$ cat config.mk
export PLATFORM = sky130hd
export DESIGN_NAME = usb_bus_master_flat
export DESIGN_NICKNAME = d
export VERILOG_FILES = /design/src/rtl/usb_bus_master_if.sv /design/src/rtl/usb_bus_master.sv /design/src/flat_wrapper.sv
export SDC_FILE = /design/constraint.sdc
export NUM_CORES = 1
export LEC_CHECK = 0
export ABC_AREA = 1
export CAP_MARGIN = 25
export CELL_PAD_IN_SITES_DETAIL_PLACEMENT = 1
export CELL_PAD_IN_SITES_GLOBAL_PLACEMENT = 2
export CORE_UTILIZATION = 26
export DETAILED_ROUTE_END_ITERATION = 12
export PLACE_DENSITY_LB_ADDON = 0.1
export SLEW_MARGIN = 20
export SYNTH_ARGS = -nofsm -noshare
export SYNTH_HDL_FRONTEND = slang
export SYNTH_SLANG_ARGS = --single-unit
$ cat constraint.sdc
create_clock -name clk -period 3.7 [get_ports clk]
set_input_delay 0.555 -clock clk [delete_from_list [all_inputs] [get_ports clk]]
set_output_delay 0.555 -clock clk [all_outputs]
set_load 0.02 [all_outputs]
$ cat src/rtl/usb_bus_master_if.sv
// Signal bundle between the test sequencer and the USB register-bus initiator,
// including the parallel bus pins and a debug view of the FSM state.
`timescale 1ns/1ps
interface usb_bus_master_if #(
    parameter int pADDR_WIDTH   = 20,
    parameter int pBYTECNT_SIZE = 7
);
    logic                     cmd_valid;
    logic                     cmd_ready;
    logic                     cmd_write;
    logic [pADDR_WIDTH-1:0]   cmd_addr;
    logic [pBYTECNT_SIZE-1:0] cmd_len;
    logic [7:0]               wdata;
    logic                     wdata_valid;
    logic                     wdata_ready;
    logic [7:0]               rdata;
    logic                     rdata_valid;
    logic                     done;
    logic [pADDR_WIDTH-1:0]   usb_addr;
    logic [7:0]               usb_dout;
    logic [7:0]               usb_din;
    logic                     usb_drive_en;
    logic                     usb_cen;
    logic                     usb_rdn;
    logic                     usb_wrn;
    logic [2:0]               dbg_state;

    modport master (
        input  cmd_valid, cmd_write, cmd_addr, cmd_len, wdata, wdata_valid, usb_din,
        output cmd_ready, wdata_ready, rdata, rdata_valid, done,
        output usb_addr, usb_dout, usb_drive_en, usb_cen, usb_rdn, usb_wrn, dbg_state
    );

    modport slave (
        output cmd_valid, cmd_write, cmd_addr, cmd_len, wdata, wdata_valid, usb_din,
        input  cmd_ready, wdata_ready, rdata, rdata_valid, done,
        input  usb_addr, usb_dout, usb_drive_en, usb_cen, usb_rdn, usb_wrn, dbg_state
    );
endinterface

$ cat src/rtl/usb_bus_master.sv
// Bus initiator for the parallel USB register bus: turns command/stream requests
// into timed nCE/nRD/nWR cycles with auto-incrementing bursts. All outputs registered.
`timescale 1ns/1ps
module usb_bus_master #(
    parameter int pADDR_WIDTH    = 20,
    parameter int pBYTECNT_SIZE  = 7,
    parameter int pSETUP_CYCLES  = 1,
    parameter int pSTROBE_CYCLES = 2,
    parameter int pHOLD_CYCLES   = 1
) (
    input  logic             clk,
    input  logic             reset,
    usb_bus_master_if.master bus
);
    typedef enum logic [2:0] {
        IDLE   = 3'd0,
        WDATA  = 3'd1,
        SETUP  = 3'd2,
        STROBE = 3'd3,
        HOLD   = 3'd4
    } state_e;

    localparam logic [3:0] SETUP_LAST  = 4'(pSETUP_CYCLES - 1);
    localparam logic [3:0] STROBE_LAST = 4'(pSTROBE_CYCLES - 1);
    localparam logic [3:0] HOLD_LAST   = 4'(pHOLD_CYCLES - 1);

    state_e                   state_q, state_d;
    logic [3:0]               cnt_q, cnt_d;
    logic [pBYTECNT_SIZE-1:0] rem_q, rem_d;
    logic                     write_q, write_d;
    logic [pADDR_WIDTH-1:0]   addr_q, addr_d;
    logic [7:0]               dout_q, dout_d;
    logic [7:0]               rdata_q, rdata_d;
    logic                     rdata_valid_q, rdata_valid_d;
    logic                     done_q, done_d;
    logic                     cen_q, cen_d;
    logic                     rdn_q, rdn_d;
    logic                     wrn_q, wrn_d;
    logic                     drive_en_q, drive_en_d;
    logic                     cmd_ready_q, cmd_ready_d;
    logic                     wdata_ready_q, wdata_ready_d;

    // Handshakes: a transfer happens on a rising edge where valid and ready are both
    // high; ready is a registered function of the state and never depends on valid.
    always_comb begin
        state_d       = state_q;
        cnt_d         = cnt_q;
        rem_d         = rem_q;
        write_d       = write_q;
        addr_d        = addr_q;
        dout_d        = dout_q;
        rdata_d       = rdata_q;
        rdata_valid_d = 1'b0;
        done_d        = 1'b0;
        cen_d         = cen_q;
        rdn_d         = rdn_q;
        wrn_d         = wrn_q;
        drive_en_d    = drive_en_q;

        case (state_q)
            IDLE: begin
                if (bus.cmd_valid && cmd_ready_q) begin
                    addr_d  = bus.cmd_addr;
                    write_d = bus.cmd_write;
                    rem_d   = bus.cmd_len;
                    cen_d   = 1'b0;
                    cnt_d   = 4'd0;
                    state_d = bus.cmd_write ? WDATA : SETUP;
                end
            end
            WDATA: begin
                if (bus.wdata_valid && wdata_ready_q) begin
                    dout_d     = bus.wdata;
                    drive_en_d = 1'b1;
                    cnt_d      = 4'd0;
                    state_d    = SETUP;
                end
            end
            SETUP: begin
                if (cnt_q == SETUP_LAST) begin
                    cnt_d   = 4'd0;
                    rdn_d   = write_q;
                    wrn_d   = !write_q;
                    state_d = STROBE;
                end else begin
                    cnt_d = cnt_q + 4'd1;
                end
            end
            STROBE: begin
                if (cnt_q == STROBE_LAST) begin
                    cnt_d   = 4'd0;
                    rdn_d   = 1'b1;
                    wrn_d   = 1'b1;
                    state_d = HOLD;
                    // Sample the bus while nRD is still low; the byte is presented in HOLD.
                    if (!write_q) begin
                        rdata_d       = bus.usb_din;
                        rdata_valid_d = 1'b1;
                    end
                end else begin
                    cnt_d = cnt_q + 4'd1;
                end
            end
            HOLD: begin
                if (cnt_q == HOLD_LAST) begin
                    cnt_d = 4'd0;
                    if (rem_q != '0) begin
                        addr_d = addr_q + pADDR_WIDTH'(1);
                        rem_d  = rem_q - pBYTECNT_SIZE'(1);
                        if (write_q) begin
                            drive_en_d = 1'b0;
                            state_d    = WDATA;
                        end else begin
                            state_d = SETUP;
                        end
                    end else begin
                        cen_d      = 1'b1;
                        drive_en_d = 1'b0;
                        done_d     = 1'b1;
                        state_d    = IDLE;
                    end
                end else begin
                    cnt_d = cnt_q + 4'd1;
                end
            end
            default: state_d = IDLE;
        endcase

        cmd_ready_d   = (state_d == IDLE);
        wdata_ready_d = (state_d == WDATA);
    end

    always_ff @(posedge clk) begin
        if (reset) begin
            state_q       <= IDLE;
            cnt_q         <= 4'd0;
            rem_q         <= '0;
            write_q       <= 1'b0;
            addr_q        <= '0;
            dout_q        <= 8'h00;
            rdata_q       <= 8'h00;
            rdata_valid_q <= 1'b0;
            done_q        <= 1'b0;
            cen_q         <= 1'b1;
            rdn_q         <= 1'b1;
            wrn_q         <= 1'b1;
            drive_en_q    <= 1'b0;
            cmd_ready_q   <= 1'b1;
            wdata_ready_q <= 1'b0;
        end else begin
            state_q       <= state_d;
            cnt_q         <= cnt_d;
            rem_q         <= rem_d;
            write_q       <= write_d;
            addr_q        <= addr_d;
            dout_q        <= dout_d;
            rdata_q       <= rdata_d;
            rdata_valid_q <= rdata_valid_d;
            done_q        <= done_d;
            cen_q         <= cen_d;
            rdn_q         <= rdn_d;
            wrn_q         <= wrn_d;
            drive_en_q    <= drive_en_d;
            cmd_ready_q   <= cmd_ready_d;
            wdata_ready_q <= wdata_ready_d;
        end
    end

    assign bus.cmd_ready    = cmd_ready_q;
    assign bus.wdata_ready  = wdata_ready_q;
    assign bus.rdata        = rdata_q;
    assign bus.rdata_valid  = rdata_valid_q;
    assign bus.done         = done_q;
    assign bus.usb_addr     = addr_q;
    assign bus.usb_dout     = dout_q;
    assign bus.usb_drive_en = drive_en_q;
    assign bus.usb_cen      = cen_q;
    assign bus.usb_rdn      = rdn_q;
    assign bus.usb_wrn      = wrn_q;
    assign bus.dbg_state    = state_q;
endmodule

$ cat src/flat_wrapper.sv
// flat-port wrapper written by rule: the top's interface ports become plain ports
module usb_bus_master_flat 
#(
    parameter int pADDR_WIDTH    = 20,
    parameter int pBYTECNT_SIZE  = 7,
    parameter int pSETUP_CYCLES  = 1,
    parameter int pSTROBE_CYCLES = 2,
    parameter int pHOLD_CYCLES   = 1
)
  (clk, reset, bus_cmd_valid, bus_cmd_write, bus_cmd_addr, bus_cmd_len, bus_wdata, bus_wdata_valid, bus_usb_din, bus_cmd_ready, bus_wdata_ready, bus_rdata, bus_rdata_valid, bus_done, bus_usb_addr, bus_usb_dout, bus_usb_drive_en, bus_usb_cen, bus_usb_rdn, bus_usb_wrn, bus_dbg_state);
  usb_bus_master_if #(.pADDR_WIDTH(pADDR_WIDTH), .pBYTECNT_SIZE(pBYTECNT_SIZE)) bus_i ();
  input  logic clk;
  input  logic reset;
  input wire logic [$bits(bus_i.cmd_valid)-1:0] bus_cmd_valid;
  input wire logic [$bits(bus_i.cmd_write)-1:0] bus_cmd_write;
  input wire logic [$bits(bus_i.cmd_addr)-1:0] bus_cmd_addr;
  input wire logic [$bits(bus_i.cmd_len)-1:0] bus_cmd_len;
  input wire logic [$bits(bus_i.wdata)-1:0] bus_wdata;
  input wire logic [$bits(bus_i.wdata_valid)-1:0] bus_wdata_valid;
  input wire logic [$bits(bus_i.usb_din)-1:0] bus_usb_din;
  output wire logic [$bits(bus_i.cmd_ready)-1:0] bus_cmd_ready;
  output wire logic [$bits(bus_i.wdata_ready)-1:0] bus_wdata_ready;
  output wire logic [$bits(bus_i.rdata)-1:0] bus_rdata;
  output wire logic [$bits(bus_i.rdata_valid)-1:0] bus_rdata_valid;
  output wire logic [$bits(bus_i.done)-1:0] bus_done;
  output wire logic [$bits(bus_i.usb_addr)-1:0] bus_usb_addr;
  output wire logic [$bits(bus_i.usb_dout)-1:0] bus_usb_dout;
  output wire logic [$bits(bus_i.usb_drive_en)-1:0] bus_usb_drive_en;
  output wire logic [$bits(bus_i.usb_cen)-1:0] bus_usb_cen;
  output wire logic [$bits(bus_i.usb_rdn)-1:0] bus_usb_rdn;
  output wire logic [$bits(bus_i.usb_wrn)-1:0] bus_usb_wrn;
  output wire logic [$bits(bus_i.dbg_state)-1:0] bus_dbg_state;
  assign bus_i.cmd_valid = bus_cmd_valid;
  assign bus_i.cmd_write = bus_cmd_write;
  assign bus_i.cmd_addr = bus_cmd_addr;
  assign bus_i.cmd_len = bus_cmd_len;
  assign bus_i.wdata = bus_wdata;
  assign bus_i.wdata_valid = bus_wdata_valid;
  assign bus_i.usb_din = bus_usb_din;
  assign bus_cmd_ready = bus_i.cmd_ready;
  assign bus_wdata_ready = bus_i.wdata_ready;
  assign bus_rdata = bus_i.rdata;
  assign bus_rdata_valid = bus_i.rdata_valid;
  assign bus_done = bus_i.done;
  assign bus_usb_addr = bus_i.usb_addr;
  assign bus_usb_dout = bus_i.usb_dout;
  assign bus_usb_drive_en = bus_i.usb_drive_en;
  assign bus_usb_cen = bus_i.usb_cen;
  assign bus_usb_rdn = bus_i.usb_rdn;
  assign bus_usb_wrn = bus_i.usb_wrn;
  assign bus_dbg_state = bus_i.dbg_state;
  usb_bus_master #(.pADDR_WIDTH(pADDR_WIDTH), .pBYTECNT_SIZE(pBYTECNT_SIZE), .pSETUP_CYCLES(pSETUP_CYCLES), .pSTROBE_CYCLES(pSTROBE_CYCLES), .pHOLD_CYCLES(pHOLD_CYCLES)) u_core (.clk(clk), .reset(reset), .bus(bus_i));
endmodule
==> impl_metrics.yaml <==
run_status:
  outcome: "finished clean"
routing:
  wire_per_inst_um: 13.7
  vias: 3485
  drt_iter0_markers: 126
  ant_nets: 0
  dr.pass1.iters: 4
  wirelength_um: 10200
  drc: 0
  viasPerCell: 4.69
floorplanning:
  dieArea_sq_um: 12700
  die_w_um: 113
  die_h_um: 113
  initial_utilization_pct: 26.6
  core_area_sq_um: 12000
  fp-row-count: 40
  pin_count: 95
clock_tree:
  cts.root.buffer_cell: "clkbuf_16"
  clk_latency_ns: 0.33
  post_cts_buffers: 0
  ctsHoldBuffers: 0
  clk_pin_slew_ns: 0.06
  clock_path_buffers: 2
  numCtsBuffers: 9
  cts_tree: "built"
  clock_sinks: 59
  post_cts_resized: 0
  htree_levels: 3
setup_path:
  critPathLaunch: "u_core.bus.dbg_state[0]"
  slowest_delay_ns: 0.38
  crit_path_frequent_cell: "nand2_1"
  required_ns: 3.96
  crit_family: "simple AND/OR/NAND/NOR gates"
  crit_chain: "nor2_2 -> nand2_2 -> o21ai_4 -> nand2_4 -> inv_2 -> nand2_1 -> nand2_1 -> inv_1 -> nor2_1"
  start_kind: "flip-flop"
  slowest_stage: "dfxtp_1"
  worstPathMaxFanout: 33
  setup.worst_path.class: "reg2reg"
  critPathBufInv: 2
  cp.arrival_ns: 2.56
  r2r_start: "u_core.bus.dbg_state[0]"
  endpoint_kind: "flip-flop"
power_and_ir_drop:
  power_leakage_nw: 1.78
  powerDensity_nw_per_um2: 622
  power.total_mw: 2.85
  peakVddDrop_mv: 0.238
job:
  drv_cap: 0
cells_and_area:
  synthToLayoutAreaGrowth_pct: 43.6
  antenna_cells: 0
  finalNetCount: 644
  multi_input_area_sq_um: 1710
  drive_above_1_share_pct: 5.03
  final_area_sq_um: 4570
  seqCellArea_sq_um: 1180
  post-route-util_pct: 38.2
  nFillCells: 1502
yosys:
  synth_top_area_share_pct: 37.1
  yosysWarnings: 0
  synthCells: 500
  synth-seq-area-share_pct: 37.1
  avgSynthCellArea_sq_um: 6.37
  syn-num-nets: 553
  synth_area_sq_um: 3190
  yosys.area.top_type: "dfxtp_1"
  netlist_top_cells_area: "dfxtp_1 37%, nand2_1 15%, nor2_1 12%"
  ys_ff_latch: 59
  ys_types: 34
timing:
  worstMarginPinSlew_ns: 0.628
  relSlewSlack_pct: 58.0
  period_minus_slack_ns: 2.29
  hold_viol_final: 0
  rsz0062_at_grt: "false"
  max_freq_ghz: 0.436
  setup_viol: 0
  fin_setup_tns_ns: 0
  skew_ns: 0.00505
  period_share_pct: 61.9
  finalMaxSlewViolations: 0
place:
  gp_congestion: 0.751
  placement.io_buffers: 94
  dp_hpwl_um: 7560
  dpl_cell_area_sq_um: 4230
grt:
  antenna_found_initial: 0
  grt_pass1_wl_um: 17100
  overflow: 0
  grt_max_degree: 38
  grt_pass1_vias: 3567
  grt_usage_pct: 16.8
hold_path:
  hold_class: "reg2reg"
  min_from: "u_core.bus.usb_wrn"
-- layer usage --
metal	part of all wire [%]	up-vias	track usage (%)
met3	4.5	10	3.86
li1	-	1789	-
met2	48	57	29.3
met4	1.1	0	6.13
met5	0	-	0
met1	46	1629	20.2
-- registers in the layout, summed over array words and instances (netlist names), 3 cells and up --
name / flops
u_core.bus.usb_dout: 8
u_core.cnt_q: 4
u_core.rem_q: 7
u_core.bus.rdata: 8
u_core.bus.dbg_state: 3
u_core.bus.usb_addr: 20
-- synth_stat cells --
cell and n:
nand2_1 125, nor2_1 103, dfxtp_1 59, inv_1 45
o21ai_0 41, nand3_1 33, a21oi_1 29, nor3_1 8
nand4_1 7, buf_4 5, clkbuf_1 5, ha_1 5
o21ai_1 4, buf_6 3, inv_2 3, buf_1 2
buf_2 2, nand3b_1 2, nor2_2 2, o211ai_1 2
o22ai_1 2, a211oi_1 1, clkinv_1 1, nand2_2 1
nand2_4 1, nand3_2 1, nand4_4 1, nor3_2 1
nor4_1 1, o21ai_4 1, o31ai_1 1, or2_1 1
xnor2_1 1, xor2_1 1
-- through the flow --
step / instances / hold slack (ns) / setup WS [ns]
after floorplan: 500 / 0.448 / 2.13
after detailed placement: 727 / 0.464 / 1.27
after global placement: 727 / 0.462 / 1.36
after global routing: 743 / 0.508 / 1.07
after CTS: 743 / 0.485 / 1.36
final: 743 / 0.477 / 1.41
-- worst paths after layout --
path / to / cells past startpoint / slack, ns
min: u_core.bus.usb_wrn / 2 / 0.48
max: u_core.bus.usb_addr[9] / 9 / 1.41
min reg2reg: u_core.bus.usb_wrn / 2 / 0.48
max reg2reg: u_core.bus.usb_addr[9] / 9 / 1.41
-- layout make-up --
class | instances | share of cell area, %
Clock inverter | 7 | 2.71
Sequential cell | 59 | 25.8
Inverter | 49 | 4.02
Tap cell | 147 | 4.02
Timing Repair Buffer | 97 | 21.1
Clock buffer | 9 | 4.92
Multi-Input combinational cell | 375 | 37.4
-- power by group --
part | internal, mW | switching (mW) | leakage, nW | total, mW
Combinational | 0.388 | 0.581 | 1.13 | 0.968
Sequential | 0.757 | 0.137 | 0.482 | 0.894
Clock | 0.663 | 0.321 | 0.167 | 0.985
Total | 1.81 | 1.04 | 1.78 | 2.85
-- layout by cell type (no fill, tap or decap), drive strengths merged, types with 2 or more instances in the layout --
master,netlist,routed
dfxtp,59,59
nand3b,2,2
clkbuf,5,9
o22ai,2,2
a21oi,29,29
nor2,105,105
buf,12,3
nand2,127,127
clkdlybuf4s50,0,94
inv,48,50
o211ai,2,2
clkinv,1,2
nand3,34,34
bufinv,0,3
nand4,8,8
ha,5,5
o21ai,46,46
nor3,9,9
-- worst min-delay path, stage by stage (launching register included) --
cell	delay, ns
dfxtp_1	0.33
nand2_1	0.05
nand3_1	0.07
-- kinds of logic (layout without fill, tap and decap cells) --
family,after synthesis,after routing,synth area share [%]
compound gates,81,81,13.5
fa+ha+maj,5,5,1.96
flops,59,59,37.1
buf+inv,66,162,9.15
xor+xnor,2,2,0.550
simple gates,287,287,37.8
Power figures use the tool's default switching activity.
